$ cat src/rtl/disp_scan_ctrl.sv
// Multiplexed 7-segment scan controller: drives one shared BCD decoder across DIGITS
// common-anode positions with leading-zero blanking, decimal point and tear-free updates.
module disp_scan_ctrl #(
  parameter int DIGITS = 4,
  parameter int DIV    = 50000,
  localparam int IW    = (DIGITS > 1) ? $clog2(DIGITS) : 1
) (
  input  logic                  clk,
  input  logic                  rst_n,
  input  logic [4*DIGITS-1:0]   bcd_in,
  input  logic                  load,
  input  logic                  lzb_en,
  input  logic                  dp_en,
  input  logic [IW-1:0]         dp_pos,
  output logic [3:0]            code_out,
  output logic [DIGITS-1:0]     dig_n,
  output logic                  dp_n,
  output logic                  frame_done,
  output logic                  pend_full
);

  localparam int DW = (DIV > 1) ? $clog2(DIV) : 1;

  logic [DW-1:0]       div_cnt;
  logic [IW-1:0]       idx;
  logic [4*DIGITS-1:0] act;
  logic [4*DIGITS-1:0] pend;
  logic                tick;
  logic                wrap;

  logic [3:0]          d;
  logic                upper_zero;
  logic                lead_zero;
  logic                blank;
  logic [3:0]          code_next;
  logic [DIGITS-1:0]   dig_next;
  logic                dp_next;

  assign tick = (div_cnt == DW'(DIV - 1));
  assign wrap = tick && (idx == IW'(DIGITS - 1));

  always_ff @(posedge clk or negedge rst_n) begin
    if (!rst_n) begin
      div_cnt    <= '0;
      idx        <= '0;
      frame_done <= 1'b0;
    end else begin
      frame_done <= wrap;
      if (tick) begin
        div_cnt <= '0;
        if (idx == IW'(DIGITS - 1))
          idx <= '0;
        else
          idx <= idx + 1'b1;
      end else begin
        div_cnt <= div_cnt + 1'b1;
      end
    end
  end

  // act only moves at a frame wrap so a scan never mixes digits of two values
  always_ff @(posedge clk or negedge rst_n) begin
    if (!rst_n) begin
      act       <= '0;
      pend      <= '0;
      pend_full <= 1'b0;
    end else if (load && wrap) begin
      act       <= bcd_in;
      pend      <= bcd_in;
      pend_full <= 1'b0;
    end else if (load) begin
      pend      <= bcd_in;
      pend_full <= 1'b1;
    end else if (wrap && pend_full) begin
      act       <= pend;
      pend_full <= 1'b0;
    end
  end

  // lead_zero: every nibble from the top down to the current index is zero
  always_comb begin
    d          = 4'd0;
    upper_zero = 1'b1;
    lead_zero  = 1'b0;
    for (int k = DIGITS - 1; k >= 0; k--) begin
      upper_zero = upper_zero && (act[4*k +: 4] == 4'd0);
      if (IW'(k) == idx) begin
        d         = act[4*k +: 4];
        lead_zero = upper_zero;
      end
    end
    blank = (d > 4'd9) || (lzb_en && (idx != '0) && lead_zero);

    dig_next = '1;
    if (!blank) begin
      for (int k = 0; k < DIGITS; k++) begin
        if (IW'(k) == idx)
          dig_next[k] = 1'b0;
      end
    end
    code_next = blank ? 4'd0 : d;
    dp_next   = !(dp_en && (dp_pos == idx) && !blank);
  end

  always_ff @(posedge clk or negedge rst_n) begin
    if (!rst_n) begin
      code_out <= 4'd0;
      dig_n    <= '1;
      dp_n     <= 1'b1;
    end else begin
      code_out <= code_next;
      dig_n    <= dig_next;
      dp_n     <= dp_next;
    end
  end

endmodule

$ cat config.mk
export PLATFORM = sky130hd
export DESIGN_NAME = disp_scan_ctrl
export DESIGN_NICKNAME = d
export VERILOG_FILES = /design/src/rtl/disp_scan_ctrl.sv
export SDC_FILE = /design/constraint.sdc
export NUM_CORES = 1
export LEC_CHECK = 0
export BUFFER_PORTS_ARGS = -buffer_cell sky130_fd_sc_hd__buf_2
export CAP_MARGIN = 30
export CORE_MARGIN = 4
export CORE_UTILIZATION = 54
export DETAILED_ROUTE_END_ITERATION = 10
export PLACE_DENSITY = 0.75
export SLEW_MARGIN = 20
export SYNTH_ARGS = -nofsm -noshare
export SYNTH_HDL_FRONTEND = slang
export SYNTH_SLANG_ARGS = --single-unit
$ cat constraint.sdc
create_clock -name clk -period 5.6 [get_ports clk]
set_clock_uncertainty 0.2 [all_clocks]
set_input_delay 0.56 -clock clk [delete_from_list [all_inputs] [get_ports clk]]
set_output_delay 0.56 -clock clk [all_outputs]
set_load 0.01 [all_outputs]
After elaboration in Yosys (flattened, before gate mapping)
Cells that the tools add are included.

storage, ports and cells
  flip-flop bits (word level) = 61
  input port bits = 23
  logic and storage cells = 66

operators by class
  add/sub/neg operators = 2
  magnitude comparators = 1
  equality and inequality tests = 7
  mux-type cells = 24
  reductions and logical operators = 23

operators by type and width
  operator                                                count
  2-to-1 mux 16 bit                                       6
  2-to-1 mux 4 bit                                        6
  adder 16 x 1 -> 16 bit (second input constant)          1
  == test 16 bit (second input constant)                  1
  logical NOT 4 bit                                       4
  2-to-1 mux 1 bit                                        11
  logical AND 1 bit                                       10
  nonzero test 2 bit                                      3
  == test 2 bit (first input constant)                    2
  > comparator 4 bit (second input constant)              1
  nonzero test 3 bit                                      1
  adder 2 x 1 -> 2 bit (second input constant)            1
  == test 1 x 2 -> 1 bit (first input constant)           1
  == test 2 bit                                           1
  == test 2 bit (second input constant)                   1
  logical NOT 1 bit                                       2
  logical NOT 2 bit                                       1
  2-to-1 mux 2 bit                                        1
  inequality test 2 x 1 -> 1 bit (second input constant)  1
  AND reduction 2 bit                                     1
  logical OR 1 bit                                        1

Longest topological paths before layout
  depth in word-level cells = 10
  depth in mapped cells = 7
  depth with buffers taken out = 6

Worst setup path after synthesis
No wires, ideal clock.

  kind = input port to flip-flop
  start = input port load
  end = register act[10]
  setup time = 0.125 ns
  arrival time = 1.806 ns
  required time = 5.275 ns
  slack = 3.469 ns
  cell stages on the path = 4
  buffers on the path = 2
  cell sequence = clkbuf_1 -> clkbuf_1 -> mux2_2 -> mux2_4

on the way
  longest elaborated chain between the ends = 3
  elaborated cells between the ends (all ways) = 5

ends and longest elaborated chain
  item                                                                                          line  source
  start, declared                                                                               11    input logic load,
  logical AND 1 bit                                                                             67    end else if (load && wrap) begin
  inequality test 2 x 1 -> 1 bit (no source line) / nonzero test 2 bit (equally long branches)  n/a
  AND reduction 2 bit (no source line)                                                          n/a
  end signal, assigned                                                                          68    act <= bcd_in;
  end signal, assigned                                                                          75    act <= pend;
  end, declared                                                                                 26    logic [4*DIGITS-1:0] act;

Several ways; a longest one is shown, not always the timed one.
A chain may end at the register's enable or synchronous reset.

Final worst setup path
  start = register div_cnt[0]
  end = register act[0]

on the way
  longest elaborated chain between the ends = 5
  elaborated cells between the ends (all ways) = 8

ends and longest elaborated chain
  item                                                                                          line    source
  start, declared                                                                               24      logic [DW-1:0] div_cnt;
  start signal, assigned                                                                        56      div_cnt <= div_cnt + 1'b1;
  == test 16 bit (*)                                                                            39      assign tick = (div_cnt == DW'(DIV - 1));
  logical AND 1 bit (*)                                                                         40      assign wrap = tick && (idx == IW'(DIGITS - 1));
  logical AND 1 bit, on equally long branches                                                   67, 74
  inequality test 2 x 1 -> 1 bit (no source line) / nonzero test 2 bit (equally long branches)  n/a
  AND reduction 2 bit (no source line)                                                          n/a

Mark *: on every way between the ends. The rest lies on a longest branch, timed or not.

==> run_results.csv <==
group,metric,value,unit
drt,vias,1736,
clock_network,cts_tree,"yes",
setup_path,ff2ff_path_depth,6,
floorplan,start_util,0.5714,
synthesis,synth_flop_cell,"dfrtp_1",
place,gp_congestion,0.7637,
global_route,grt_max_degree,62,
drt,drt-total-wl,4.846,mm
power,power.static_leakage,1.470,nW
sta,slew_headroom,0.5134,
drt,route.detailed.drc,0,
place,dp_hpwl,3.290,mm
floorplan,die_w,79.40,microns
setup_path,rrSetupSlack,3.24,ns
setup_path,path_cells,"ha_1, and3_1, nand4_4, nor3b_4, buf_6, mux2_2",
drt,drt_iter0_drc,75,
synthesis,synth.cell_area,2753,sq um
clock_network,clk_pin_slew,0.07,ns
sta,drv_slew,0,
clock_network,cts_max_path_buffers,2,
clock_network,cts-htree-levels,3,
floorplan,die_area,6304,sq um
layout,fin_util,0.6688,
layout,diodes,0,
setup_path,critPathTopFamily,"simple AND/OR/NAND/NOR gates",
sta,setup_viol,0,
drt,routedWlPerCell,15.14,microns
global_route,grt_pass1_vias,1673,
synthesis,synth_edf_count,0,
global_route,grt_pass1_wl,8.155,mm
floorplan,core_area,4817,sq um
status,status,"complete, no violations",
power,power.density,296.1,nW/um^2
drt,viasPerCell,5.425,
drt,ant_nets,0,
drt,drt-pass1-iter-count,4,
floorplan,num_rows,25,
sta,fin_crit,2.360,ns
sta,rsz0062_at_grt,"false",
setup_path,crit_slowest_cell,"nor3b_4",
layout,drive_above_1_share,0.3874,
layout,syn_to_final_growth,17.05,%
floorplan,ios,34,
power,power,0.9541,mW
global_route,grt_overflow_total,0,
flow_run,drv_cap,0,
clock_network,root_buffer,"clkbuf_8",
synthesis,syn_nets,237,
place,io_buffer_count,33,
synthesis,synthCells,209,
setup_path,crit_arrival,2.38,ns
sta,tns,0,ns
clock_network,clkSinkCount,61,
sta,finalHoldViolCount,0,
setup_path,cp_max_fo,10,
setup_path,timing.rr.end,"act[0]",
clock_network,postCtsHoldBufs,0,
setup_path,crit_buf_inv,1,
power,max-vdd-ir-drop,0.2052,mV
setup_path,startpoint_type,"flip-flop",
sta,max_freq,423.7,MHz
global_route,grt.total_usage,0.1725,
setup_path,reg2reg_from,"div_cnt[0]",
sta,worst_pin_slew,0.7299,ns
global_route,antenna_found_initial,0,
setup_path,crit_path_end_kind,"flip-flop",
synthesis,ys_ff_latch,61,
setup_path,worstPathRequired,5.62,ns
synthesis,yosysWarnings,0,
sta,period_share,0.4215,
setup_path,crit_type,"reg -> reg",
layout,fin_nets,276,
clock_network,post_cts_buffers,0,
synthesis,synthArstFlopShare,1.000,
clock_network,cts_buffers,9,
synthesis,ys_types,47,
clock_network,insertion_delay,0.33,ns
hold_path,hold_class,"in -> async",
synthesis,syn_area_per_cell,13.17,sq um
synthesis,synth_seq_area_share,0.5568,
floorplan,die_y,79.40,microns
clock_network,cts_resized,0,
setup_path,max_stage_delay,0.42,ns
## worst max path at each step
stage                from       to  slack [ns]  cells past startpoint
3_3_place_gp         load  act[12]        2.99                      4
4_1_cts        div_cnt[0]   act[1]        2.94                      5
2_1_floorplan        load  act[10]        3.47                      4
6_report       div_cnt[0]   act[0]        3.24                      6
3_5_place_dp         load  act[12]        2.88                      4
5_1_grt        div_cnt[0]   act[0]        3.11                      6
## flip-flops by register name, indices dropped and copies added, names as in the netlist
| name | cells |
|---|---|
| act | 16 |
| code_out | 4 |
| dig_n | 4 |
| div_cnt | 16 |
| dp_n | 1 |
| frame_done | 1 |
| idx | 2 |
| pend | 16 |
| pend_full | 1 |
## synthesized netlist by cell type, types with 2 or more instances
library cell	instances	area share
a211oi_1	2	0.0055
a21oi_1	2	0.0036
and2_1	3	0.0068
and4_1	2	0.0064
and4_2	2	0.0073
and4bb_2	2	0.0091
clkbuf_1	6	0.0082
dfrtp_1	56	0.51
dfstp_2	5	0.048
ha_1	5	0.023
inv_1	9	0.012
mux2_2	23	0.094
mux2_4	10	0.055
nand2_1	7	0.0095
nand2b_1	3	0.0068
nand3_1	3	0.0055
nand4_1	3	0.0068
nor2_1	11	0.015
nor2b_1	3	0.0068
nor3_1	2	0.0036
nor3b_1	2	0.0055
o2111ai_1	2	0.0064
o211ai_1	5	0.014
o21ai_0	5	0.0091
o31ai_1	3	0.0082
xnor2_1	5	0.016
xor2_1	8	0.025
## power breakdown
part	leakage, nW	total (mW)	switching [mW]	internal [mW]
Clock	0.126	0.462	0.163	0.299
Sequential	0.779	0.456	0.00310	0.453
Combinational	0.565	0.0363	0.0191	0.0172
## logic make-up after synthesis
group,share of synthesized area
DFF,0.5568
and+or+nand+nor,0.1300
muxes,0.1486
AOI/OAI and AO/OA,0.07273
buffers and inverters,0.02773
xor gates and xnor gates,0.04136
adders and majority gates,0.02273
## layout by cell type (no fill, tap or decap), types with 3 or more instances in the layout
master	instances
dfstp_2	5
inv_1	9
o31ai_1	3
nand2b_1	3
xnor2_1	5
mux2_4	10
nor2_1	11
nand4_1	3
xor2_1	8
nor2b_1	3
o21ai_0	5
nand3_1	3
ha_1	5
and2_1	3
nand2_1	7
clkbuf_8	13
buf_2	33
o211ai_1	5
dfrtp_1	56
mux2_2	23
## worst register-to-register path: cells and delay by family, from the launching register on
kind                     cells  cell delay, ns
flip-flops                   1            0.38
AND/OR/NAND/NOR              3            0.85
buffers and inverters        1            0.25
multiplexers                 1            0.35
adder cells (fa/ha/maj)      1            0.23
## per-stage QoR
step,hold slack [ns],worst slack (ns),instances,instance area (sq um)
after floorplan,0.06441,3.469,209,2753
after global placement,0.2358,2.991,303,2967
after detailed placement,0.2453,2.880,303,2967
after CTS,0.1849,2.937,319,3211
after global routing,0.2006,3.109,320,3222
final,0.1647,3.240,320,3222
## cell type report
class	count	area (sq um)
clock buffers	13	178.9
clock inverters	3	65.06
fillers	368	1595
inverters	9	33.78
multi-input cells	132	1144
flip-flops and latches	61	1533
well taps	67	83.83
repair buffers	35	183.9
## layer usage
metal  GRT usage  part of all wire
met4      0.1031             0.019
met1      0.2481              0.51
met5           0                 0
met3     0.03837             0.038
met2      0.2382              0.43
(Power assumes the default switching activity.)
